`src/rtl/moving_average_ctrl_pkg.sv`:
```
// Shared settings for the moving-average controller: widths, default
// pipeline latency, controller state encoding and the window legality check.
package package_settings;

    // Width of the averaged samples handled by the datapath.
    localparam int SIZE_DATA        = 16;
    // Width of the window-length bus; must hold SIZE_MAX_WINDOW.
    localparam int SIZE_WINDOW      = 7;
    // Largest supported window length.
    localparam int SIZE_MAX_WINDOW  = 64;
    // Datapath latency from a window change to the first coherent average.
    localparam int PIPE_LAT_DEFAULT = 5;

    // Controller states.
    typedef enum logic [1:0] {
        ST_IDLE  = 2'd0,
        ST_FLUSH = 2'd1,
        ST_FILL  = 2'd2,
        ST_RUN   = 2'd3
    } ma_state_t;

    // A window is legal only if it is one of the power-of-two lengths the
    // datapath's shift-based divider supports.
    function automatic logic is_valid_window(input logic [SIZE_WINDOW-1:0] window);
        logic ok;
        ok = 1'b0;
        case (window)
            7'd1, 7'd2, 7'd4, 7'd8, 7'd16, 7'd32, 7'd64: ok = 1'b1;
            default:                                      ok = 1'b0;
        endcase
        return ok;
    endfunction

endpackage

```
`src/rtl/ma_fill_counter.sv`:
```
// Down-counter that times the FILL phase of the moving-average controller.
// A load takes priority over a decrement; the count never wraps below zero.
module ma_fill_counter
    import package_settings::*;
#(
    parameter int SIZE_CNT = $clog2(SIZE_MAX_WINDOW + PIPE_LAT_DEFAULT)
) (
    input  logic                clk,
    input  logic                reset,
    input  logic                load,
    input  logic [SIZE_CNT-1:0] value,
    input  logic                dec,
    output logic                zero
);

    logic [SIZE_CNT-1:0] r_count;

    // Count register: load the FILL length, then step down toward zero.
    // NOTE: state updates use <= so every flop samples pre-edge values.
    always_ff @(posedge clk or negedge reset) begin
        if (!reset) begin
            r_count <= '0;
        end else if (load) begin
            r_count <= value;
        end else if (dec && (r_count != '0)) begin
            r_count <= r_count - 1'b1;
        end
    end

    assign zero = (r_count == '0);

endmodule

```
`src/rtl/moving_average_ctrl.sv`:
```
// Moving-average controller: accepts window-change requests, clears the
// averaging datapath, waits for it to refill and then flags valid output.
// Optional build macro MA_CTRL_AUTOSTART_EN: when defined, the first cycle
// after reset release loads DEFAULT_WINDOW and starts a flush on its own.
module moving_average_ctrl
    import package_settings::*;
#(
    parameter int PIPE_LAT       = PIPE_LAT_DEFAULT,
    parameter int DEFAULT_WINDOW = 8
) (
    input  logic                   clk,
    input  logic                   reset,
    input  logic                   cfg_valid,
    input  logic [SIZE_WINDOW-1:0] cfg_window,
    output logic                   cfg_ready,
    output logic                   cfg_err,
    output logic                   ma_rst_n,
    output logic [SIZE_WINDOW-1:0] ma_window,
    output logic                   ma_enable,
    output logic                   out_valid,
    output logic                   busy
);

    // Fill counter must reach SIZE_MAX_WINDOW + PIPE_LAT - 1 without wrapping.
    localparam int SIZE_FILL = $clog2(SIZE_MAX_WINDOW + PIPE_LAT);

    ma_state_t              r_state;
    logic                   r_armed;
    logic                   r_cfg_err;
    logic                   r_ma_rst_n;
    logic [SIZE_WINDOW-1:0] r_ma_window;
    logic                   r_ma_enable;
    logic                   r_out_valid;
    logic                   r_busy;

    logic                   w_handshake;
    logic                   w_window_ok;
    logic                   w_fill_load;
    logic                   w_fill_dec;
    logic                   w_fill_zero;
    logic [SIZE_FILL-1:0]   w_fill_value;

    // NOTE: cfg_ready is the one combinational output; r_armed keeps it low
    // until the first clock after reset release so no request can race the
    // controller's own start-up (including the autostart flush).
    assign cfg_ready   = r_armed && ((r_state == ST_IDLE) || (r_state == ST_RUN));
    assign w_handshake = cfg_valid && cfg_ready;
    assign w_window_ok = is_valid_window(cfg_window);

    // FILL spans window + PIPE_LAT cycles, so the counter starts one below.
    assign w_fill_value = SIZE_FILL'(r_ma_window) + SIZE_FILL'(PIPE_LAT - 1);
    assign w_fill_load  = (r_state == ST_FLUSH);
    assign w_fill_dec   = (r_state == ST_FILL) && !w_fill_zero;

    ma_fill_counter #(
        .SIZE_CNT (SIZE_FILL)
    ) u_fill_counter (
        .clk   (clk),
        .reset (reset),
        .load  (w_fill_load),
        .value (w_fill_value),
        .dec   (w_fill_dec),
        .zero  (w_fill_zero)
    );

    // Controller FSM with every datapath-facing output registered alongside the state.
    always_ff @(posedge clk or negedge reset) begin
        if (!reset) begin
            r_state     <= ST_IDLE;
            r_armed     <= 1'b0;
            r_cfg_err   <= 1'b0;
            r_ma_rst_n  <= 1'b0;
            r_ma_window <= '0;
            r_ma_enable <= 1'b0;
            r_out_valid <= 1'b0;
            r_busy      <= 1'b0;
        end else begin
            // Rejection flag is a single-cycle pulse unless re-raised below.
            r_cfg_err <= 1'b0;

            if (!r_armed) begin
                // First cycle after reset release.
                r_armed <= 1'b1;
`ifdef MA_CTRL_AUTOSTART_EN
                r_ma_window <= SIZE_WINDOW'(DEFAULT_WINDOW);
                r_state     <= ST_FLUSH;
                r_ma_rst_n  <= 1'b0;
                r_busy      <= 1'b1;
`else
                r_ma_rst_n  <= 1'b1;
`endif
            end else begin
                case (r_state)
                    ST_IDLE, ST_RUN: begin
                        if (w_handshake) begin
                            if (w_window_ok) begin
                                // Any accepted request, even the same window,
                                // restarts the clear-and-refill sequence.
                                r_ma_window <= cfg_window;
                                r_state     <= ST_FLUSH;
                                r_ma_rst_n  <= 1'b0;
                                r_busy      <= 1'b1;
                                r_ma_enable <= 1'b0;
                                r_out_valid <= 1'b0;
                            end else begin
                                // Rejected: report it and keep running as before.
                                r_cfg_err <= 1'b1;
                            end
                        end
                    end
                    ST_FLUSH: begin
                        r_state    <= ST_FILL;
                        r_ma_rst_n <= 1'b1;
                    end
                    ST_FILL: begin
                        if (w_fill_zero) begin
                            r_state     <= ST_RUN;
                            r_busy      <= 1'b0;
                            r_ma_enable <= 1'b1;
                            r_out_valid <= 1'b1;
                        end
                    end
                    default: begin
                        r_state <= ST_IDLE;
                    end
                endcase
            end
        end
    end

    assign cfg_err   = r_cfg_err;
    assign ma_rst_n  = r_ma_rst_n;
    assign ma_window = r_ma_window;
    assign ma_enable = r_ma_enable;
    assign out_valid = r_out_valid;
    assign busy      = r_busy;

endmodule

```
`config.mk`:
```
export PLATFORM = sky130hd
export DESIGN_NAME = moving_average_ctrl
export DESIGN_NICKNAME = d
export VERILOG_FILES = /design/src/rtl/moving_average_ctrl_pkg.sv /design/src/rtl/ma_fill_counter.sv /design/src/rtl/moving_average_ctrl.sv
export SDC_FILE = /design/constraint.sdc
export NUM_CORES = 1
export LEC_CHECK = 0
export ABC_CLOCK_PERIOD_IN_PS = 3340
export CAP_MARGIN = 20
export CORE_AREA = 2 2 60 62
export CTS_CLUSTER_DIAMETER = 50
export DETAILED_ROUTE_END_ITERATION = 6
export DIE_AREA = 0 0 62 64
export SLEW_MARGIN = 20
export SYNTH_ARGS = -nofsm -noshare
export SYNTH_HDL_FRONTEND = slang
export SYNTH_SLANG_ARGS = --single-unit
```
`constraint.sdc`:
```
create_clock -name clk -period 3.34 [get_ports clk]
set_input_delay 0.334 -clock clk [delete_from_list [all_inputs] [get_ports clk]]
set_output_delay 0.334 -clock clk [all_outputs]
set_load 0.02 [all_outputs]
```
==> impl_metrics.py, run 1 <==
metrics = {
    "run_status": {
        "status": "finished clean",
    },
    "global_route": {
        "antenna_found_initial": 0,
        "use_met1_pct": 20.2,
        "grt_pass1_vias": 932,
        "grt_pass1_wl_um": 4260,
        "grtUsageTotal_pct": 14.2,
        "met2_usage_pct": 21.7,
        "busiest_layer": "met2",
        "grt_max_degree": 22,
        "use_met3_pct": 1.21,
        "grt_overflow_total": 0,
    },
    "routing": {
        "post-route-drc-count": 0,
        "drtAntennaViolNets": 0,
        "vias_per_cell": 4.97,
        "drt_iter0_markers": 33,
        "wire_per_inst_um": 13.0,
        "wl_um": 2500,
        "routed-via-count": 960,
        "firstDrtPassIters": 4,
    },
    "final_layout": {
        "regArea_um2": 526,
        "n_fill_cell": 321,
        "final_nets": 163,
        "multiInputGateArea_um2": 671,
        "n_antenna_cell": 0,
        "syn2layout_area_growth_pct": 22.0,
        "fin_cells": 193,
        "layout-drive-gt1-share_pct": 10.9,
        "fin_util_pct": 47.1,
    },
    "floorplan": {
        "die-area_mm2": 0.00397,
        "die_w_um": 62,
        "num_rows": 21,
        "core_area_mm2": 0.00328,
        "start_util_pct": 38.6,
        "die_y_um": 64,
        "io_pins": 23,
    },
    "power": {
        "power.leakage_nw": 0.652,
        "fin_total_pwr_w": 0.00108,
        "ir_worst_vdd_mv": 0.245,
        "p_int_w": 0.000638,
        "switching_share_pct": 40.8,
        "power_frac_comb_pct": 48.0,
        "pwr-share-clk_pct": 11.5,
        "powerDensity_mw_per_mm2": 697,
        "netSwitchingPower_w": 0.000440,
        "p_seq_share_pct": 40.5,
    },
    "sta": {
        "period_share_pct": 66.0,
        "tns_ns": 0,
        "drv_slew": 0,
        "slew_headroom_pct": 57.1,
        "setup_viol": 0,
        "hold_viol_final": 0,
        "fmax_ghz": 0.454,
        "tightest_slew_ns": 0.638,
        "rsz0062_at_grt": "false",
        "period_minus_slack_ns": 2.20,
        "fin_skew_ns": 0.00999,
    },
    "clock_tree": {
        "clk_pin_slew_worst_paths_ns": 0.13,
        "cts_buffer_depth": 2,
        "clock_sinks": 21,
        "cts_tree": "done",
        "clock_latency_ns": 0.30,
        "htree_levels": 1,
        "numCtsBuffers": 3,
        "cts-root-buf": "clkbuf_4",
    },
    "yosys": {
        "ys_warn_count": 0,
        "mappedNetlistArea_mm2": 0.00127,
        "syn_avg_cell_area_um2": 10.2,
        "yosysSeqAreaShare_pct": 41.4,
        "synthTopCellsByCount": "dfrtp_1, inv_1, nand2_1, o21ai_0, xnor2_1",
        "yosysUniqueCellTypes": 38,
        "yosys-top-cells-area": "dfrtp_1, mux2_4, ha_1",
        "ys_seq_elements": 21,
        "syn_nets": 139,
        "yosysMostFrequentCell": "dfrtp_1",
        "synth_top_area_cell": "dfrtp_1",
        "synth_top_area_share_pct": 41.4,
        "synthCells": 124,
        "synth_flop_cell": "dfrtp_1",
        "synth-async-reset-ratio_pct": 100,
        "synth-edff-count": 0,
    },
    "hold_path": {
        "hold_class": "primary input to async pin",
    },
    "run": {
        "max-cap-violations": 0,
    },
    "place": {
        "hpwlAfterDp_um": 1900,
        "port_buffers": 22,
        "globalplace.congestion": 0.773,
        "dpl.cell_count": 188,
    },
    "critical_path": {
        "cp.arrival_ns": 2.40,
        "required_ns": 3.53,
        "cp-start-kind": "primary input",
        "critPathKind": "primary input to flip-flop",
        "cp-end-kind": "flip-flop",
        "crit_fanout": 7,
    },
}
timing repair:
item,CTS,global route
endpoints found under the hold margin,0,21
buffers inserted,0,0
hold buffers,0,1
gates resized for setup,0,0
final timing paths:
kind,from,to,slack (ns),depth (start not counted)
worst min-delay path,reset,u_fill_counter.r_count[6]$_DFFE_PN0P_,0.52,2
min in group clk,r_state[1]$_DFFE_PN0P_,r_state[1]$_DFFE_PN0P_,0.54,1
max in group asynchronous,reset,ma_window[1]$_DFFE_PN0P_,2.48,2
worst min register to register,r_state[1]$_DFFE_PN0P_,r_state[1]$_DFFE_PN0P_,0.54,1
worst max register to register,u_fill_counter.r_count[0]$_DFFE_PN0P_,u_fill_counter.r_count[3]$_DFFE_PN0P_,1.53,7
worst max-delay path,cfg_window[0],ma_window[1]$_DFFE_PN0P_,1.14,6
cell type report:
cell class                      count  share of cell area, %
Multi-Input combinational cell     88                   43.3
Sequential cell                    21                   34.0
Timing Repair Buffer               23                   14.6
Tap cell                           46                   3.72
Inverter                           11                   2.67
Clock buffer                        3                   1.46
Clock inverter                      1                  0.323
state kept, by name (all words and copies together) (netlist names):
name,cells
busy,1
r_state,2
cfg_err,1
out_valid,1
ma_rst_n,1
r_armed,1
u_fill_counter.r_count,7
ma_window,7
per-layer routing:
| layer | vias to the layer above | share of wire (%) |
|---|---|---|
| li1 | 486 | - |
| met1 | 453 | 49 |
| met2 | 19 | 48 |
| met3 | 2 | 2.4 |
| met4 | 0 | 1.1 |
| met5 | - | 0 |
cells in the final DEF (no fill, tap or decap), types with 2 or more instances in the layout:
master | netlist | routed
clkdlybuf4s50_1 | 0 | 21
nor2_1 | 5 | 5
nor3b_1 | 2 | 2
a21oi_1 | 5 | 5
nor4bb_1 | 2 | 2
xor2_1 | 2 | 2
mux2_4 | 5 | 5
inv_1 | 11 | 11
ha_1 | 5 | 5
o21ai_0 | 8 | 8
mux2i_1 | 3 | 3
nor3_1 | 4 | 4
nand3_1 | 4 | 4
nor4_1 | 4 | 4
xnor2_1 | 7 | 7
nor2b_1 | 2 | 2
dfrtp_1 | 21 | 21
nor4b_1 | 2 | 2
clkbuf_4 | 0 | 3
nand2_1 | 10 | 10
nand3b_1 | 3 | 3
stage by stage:
stage / hold WS, ns / instance area (um2) / setup slack (ns)
global route: 0.545 / 1550 / 0.998
floorplan: 0.0384 / 1270 / 1.55
finish: 0.521 / 1550 / 1.14
CTS: 0.542 / 1540 / 1.12
global placement: 0.511 / 1520 / 0.956
detailed placement: 0.513 / 1520 / 0.865
cells by family (layout without fill, tap and decap cells):
logic type / Yosys count / after routing / share of synthesized area, %
buf+inv: 15 / 38 / 5.72
flops: 21 / 21 / 41.4
simple gates: 42 / 42 / 19.3
mux: 8 / 8 / 8.28
xor+xnor: 9 / 9 / 6.21
fa+ha+maj: 5 / 5 / 4.93
other cells: 1 / 1 / 0.296
compound gates: 23 / 23 / 13.8
power by group through the flow:
stage | combinational, W | sequential (W) | clock, W
5_1_grt | 0.000577 | 0.000453 | 0.000145
3_5_place_dp | 0.000518 | 0.000443 | 0
6_report | 0.000518 | 0.000437 | 0.000124
4_1_cts | 0.000522 | 0.000438 | 0.000131
3_3_place_gp | 0.000513 | 0.000440 | 0
2_1_floorplan | 0.000302 | 0.000474 | 0
critical path, stage by stage:
cell and delay (ns):
clkdlybuf4s50_1 0.49, nor4_1 0.62, o21ai_1 0.17, o211ai_2 0.20, and2_4 0.28, mux2_4 0.30
Note: power is estimated with default switching activity, not from simulation.
==> inputs of run 2 (changes only) <==
--- a/config.mk
+++ b/config.mk
@@ -5,7 +5,7 @@
 export SDC_FILE = /design/constraint.sdc
 export NUM_CORES = 1
 export LEC_CHECK = 0
-export ABC_CLOCK_PERIOD_IN_PS = 3340
+export ABC_CLOCK_PERIOD_IN_PS = 2100
 export CAP_MARGIN = 20
 export CORE_AREA = 2 2 60 62
 export CTS_CLUSTER_DIAMETER = 50
==> constraint.sdc (replaced) <==
create_clock -name clk -period 2.1 [get_ports clk]
set_input_delay 0.21 -clock clk [delete_from_list [all_inputs] [get_ports clk]]
set_output_delay 0.21 -clock clk [all_outputs]
set_load 0.02 [all_outputs]
==> impl_metrics.py, run 2 (synthesis results as in run 1) <==
metrics = {
    "run_status": {
        "status": "finished clean",
    },
    "critical_path": {
        "critPathKind": "flip-flop to output port",
        "cp_cell_sequence": "inv_1 > ha_1 > nand2_1 > inv_1 > dlygate4sd2_1",
        "cpLargestDelayFamily": "buffers and inverters",
        "cpPeakStageDelay_ns": 0.40,
        "critPathSlowestCell": "dfrtp_1",
        "worstReg2RegEnd": "u_fill_counter.r_count[4]$_DFFE_PN0P_",
        "r2r_start": "u_fill_counter.r_count[3]$_DFFE_PN0P_",
        "cp-end-kind": "output port",
        "cp.arrival_ns": 1.60,
        "r2r_setup_slack_ns": 0.33,
        "crit_path_frequent_cell": "inv_1",
        "required_ns": 1.89,
        "path_buf_inv": 3,
        "cp-start-kind": "flip-flop",
        "reg2reg_depth": 5,
        "crit_fanout": 4,
    },
    "routing": {
        "wl_um": 2450,
        "routed-via-count": 1009,
        "wire_per_inst_um": 12.4,
        "firstDrtPassIters": 4,
        "drt_iter0_markers": 30,
        "post-route-drc-count": 0,
        "drtAntennaViolNets": 0,
        "vias_per_cell": 5.12,
    },
    "sta": {
        "slew_headroom_pct": 66.7,
        "drv_slew": 0,
        "hold_viol_final": 0,
        "period_share_pct": 86.0,
        "rsz0062_at_grt": "false",
        "fin_skew_ns": 0.00383,
        "fmax_ghz": 0.554,
        "setup_viol": 0,
        "tightest_slew_ns": 0.498,
        "period_minus_slack_ns": 1.81,
        "fin_ws_ns": 0.294,
    },
    "final_layout": {
        "finalInstanceArea_mm2": 0.00158,
        "fin_util_pct": 48.0,
        "final_nets": 167,
        "syn2layout_area_growth_pct": 24.4,
        "final_cell_mix": "dfrtp_1, clkdlybuf4s50_1, inv_1, nand2_1, o21ai_0",
        "layout-drive-gt1-share_pct": 12.6,
        "n_antenna_cell": 0,
    },
    "floorplan": {
        "start_util_pct": 38.6,
        "die_y_um": 64,
        "die-area_mm2": 0.00397,
        "core_area_mm2": 0.00328,
        "num_rows": 21,
        "io_pins": 23,
        "die_w_um": 62,
    },
    "place": {
        "hpwlAfterDp_um": 1910,
        "globalplace.congestion": 0.741,
        "dpl-instance-area_mm2": 0.00155,
        "post-place-ws_ns": -0.00739,
        "port_buffers": 22,
    },
    "global_route": {
        "grt_pass1_vias": 999,
        "grt_pass1_wl_um": 4280,
        "antenna_found_initial": 0,
        "grt_max_degree": 22,
        "grtUsageTotal_pct": 14.2,
        "grt_overflow_total": 0,
    },
    "clock_tree": {
        "cts_resized": 1,
        "cts_buffer_depth": 2,
        "cts_hold_buf": 0,
        "clock_sinks": 21,
        "clock_latency_ns": 0.30,
        "cts-root-buf": "clkbuf_4",
        "postCtsSetupBuffers": 0,
        "htree_levels": 1,
        "numCtsBuffers": 3,
        "clk_pin_slew_worst_paths_ns": 0.12,
        "cts_tree": "done",
    },
    "power": {
        "ir_worst_vdd_mv": 0.307,
        "power.leakage_nw": 0.672,
        "powerDensity_mw_per_mm2": 1080,
    },
    "hold_path": {
        "hold_class": "primary input to async pin",
    },
    "run": {
        "max-cap-violations": 0,
    },
}
==> run 2: cell types whose count changed in the layout (fill, tap and decap cells not counted) <==
| cell | before | now |
|---|---|---|
| buf_4 | 0 | 5 |
| buf_2 | 1 | 0 |
| clkbuf_1 | 0 | 1 |
| clkinv_2 | 1 | 0 |
| dlygate4sd2_1 | 0 | 1 |
| dlygate4sd3_1 | 1 | 0 |
==> run 2: metrics by stage <==
| step | power (W) | std cells | hold slack, ns | setup TNS [ns] |
|---|---|---|---|---|
| finish | 0.00170 | 197 | 0.241 | 0 |
| global route | 0.00185 | 197 | 0.255 | 0 |
| floorplan | 0.00123 | 124 | -0.0856 | 0 |
| global placement | 0.00152 | 193 | 0.507 | 0 |
| detailed placement | 0.00153 | 193 | 0.514 | -0.0345 |
| CTS | 0.00172 | 197 | 0.251 | 0 |
==> run 2: how the worst max path moves through the flow <==
stage / from / to / slack, ns / cells after the start
after floorplan: cfg_window[0] / ma_window[0]$_DFFE_PN0P_ / 0.43 / 6
after global placement: cfg_window[6] / ma_window[4]$_DFFE_PN0P_ / 0.08 / 7
after detailed placement: cfg_window[5] / ma_window[4]$_DFFE_PN0P_ / -0.007 / 6
after CTS: r_state[0]$_DFFE_PN0P_ / cfg_ready / 0.26 / 5
after global routing: u_fill_counter.r_count[3]$_DFFE_PN0P_ / u_fill_counter.r_count[4]$_DFFE_PN0P_ / 0.13 / 5
final: r_state[0]$_DFFE_PN0P_ / cfg_ready / 0.29 / 5
==> run 2: cell type report <==
| class | count | area, um2 |
|---|---|---|
| fill | 314 | 1710 |
| clock buffer | 4 | 26.3 |
| timing repair buffer | 27 | 256 |
| multi-input combinational | 88 | 671 |
| sequential | 21 | 526 |
| inverter | 11 | 41.3 |
| tap | 46 | 57.6 |
==> run 2: where the power goes <==
group,switching [W],internal [W]
Combinational,0.000419,0.000391
Clock,0.000120,0.0000739
Sequential,0.000146,0.000549
Total,0.000685,0.00101
==> run 2: layer usage <==
layer	GRT usage (%)	up-vias	wire length, um	part of all wire, %
met5	0	-	0	0
met4	6.91	0	27	1.1
met3	1.42	2	65	2.7
met2	23.2	22	1270	52
met1	18.0	491	1090	44
li1	-	494	-	-
==> run 2: worst reg2reg max path: cells and delay by family, from the launching register on <==
family / cells / cell delay (ns)
AOI/OAI and AO/OA: 2 / 0.52
DFF: 1 / 0.43
and+or+nand+nor: 2 / 0.55
xor gates and xnor gates: 1 / 0.15
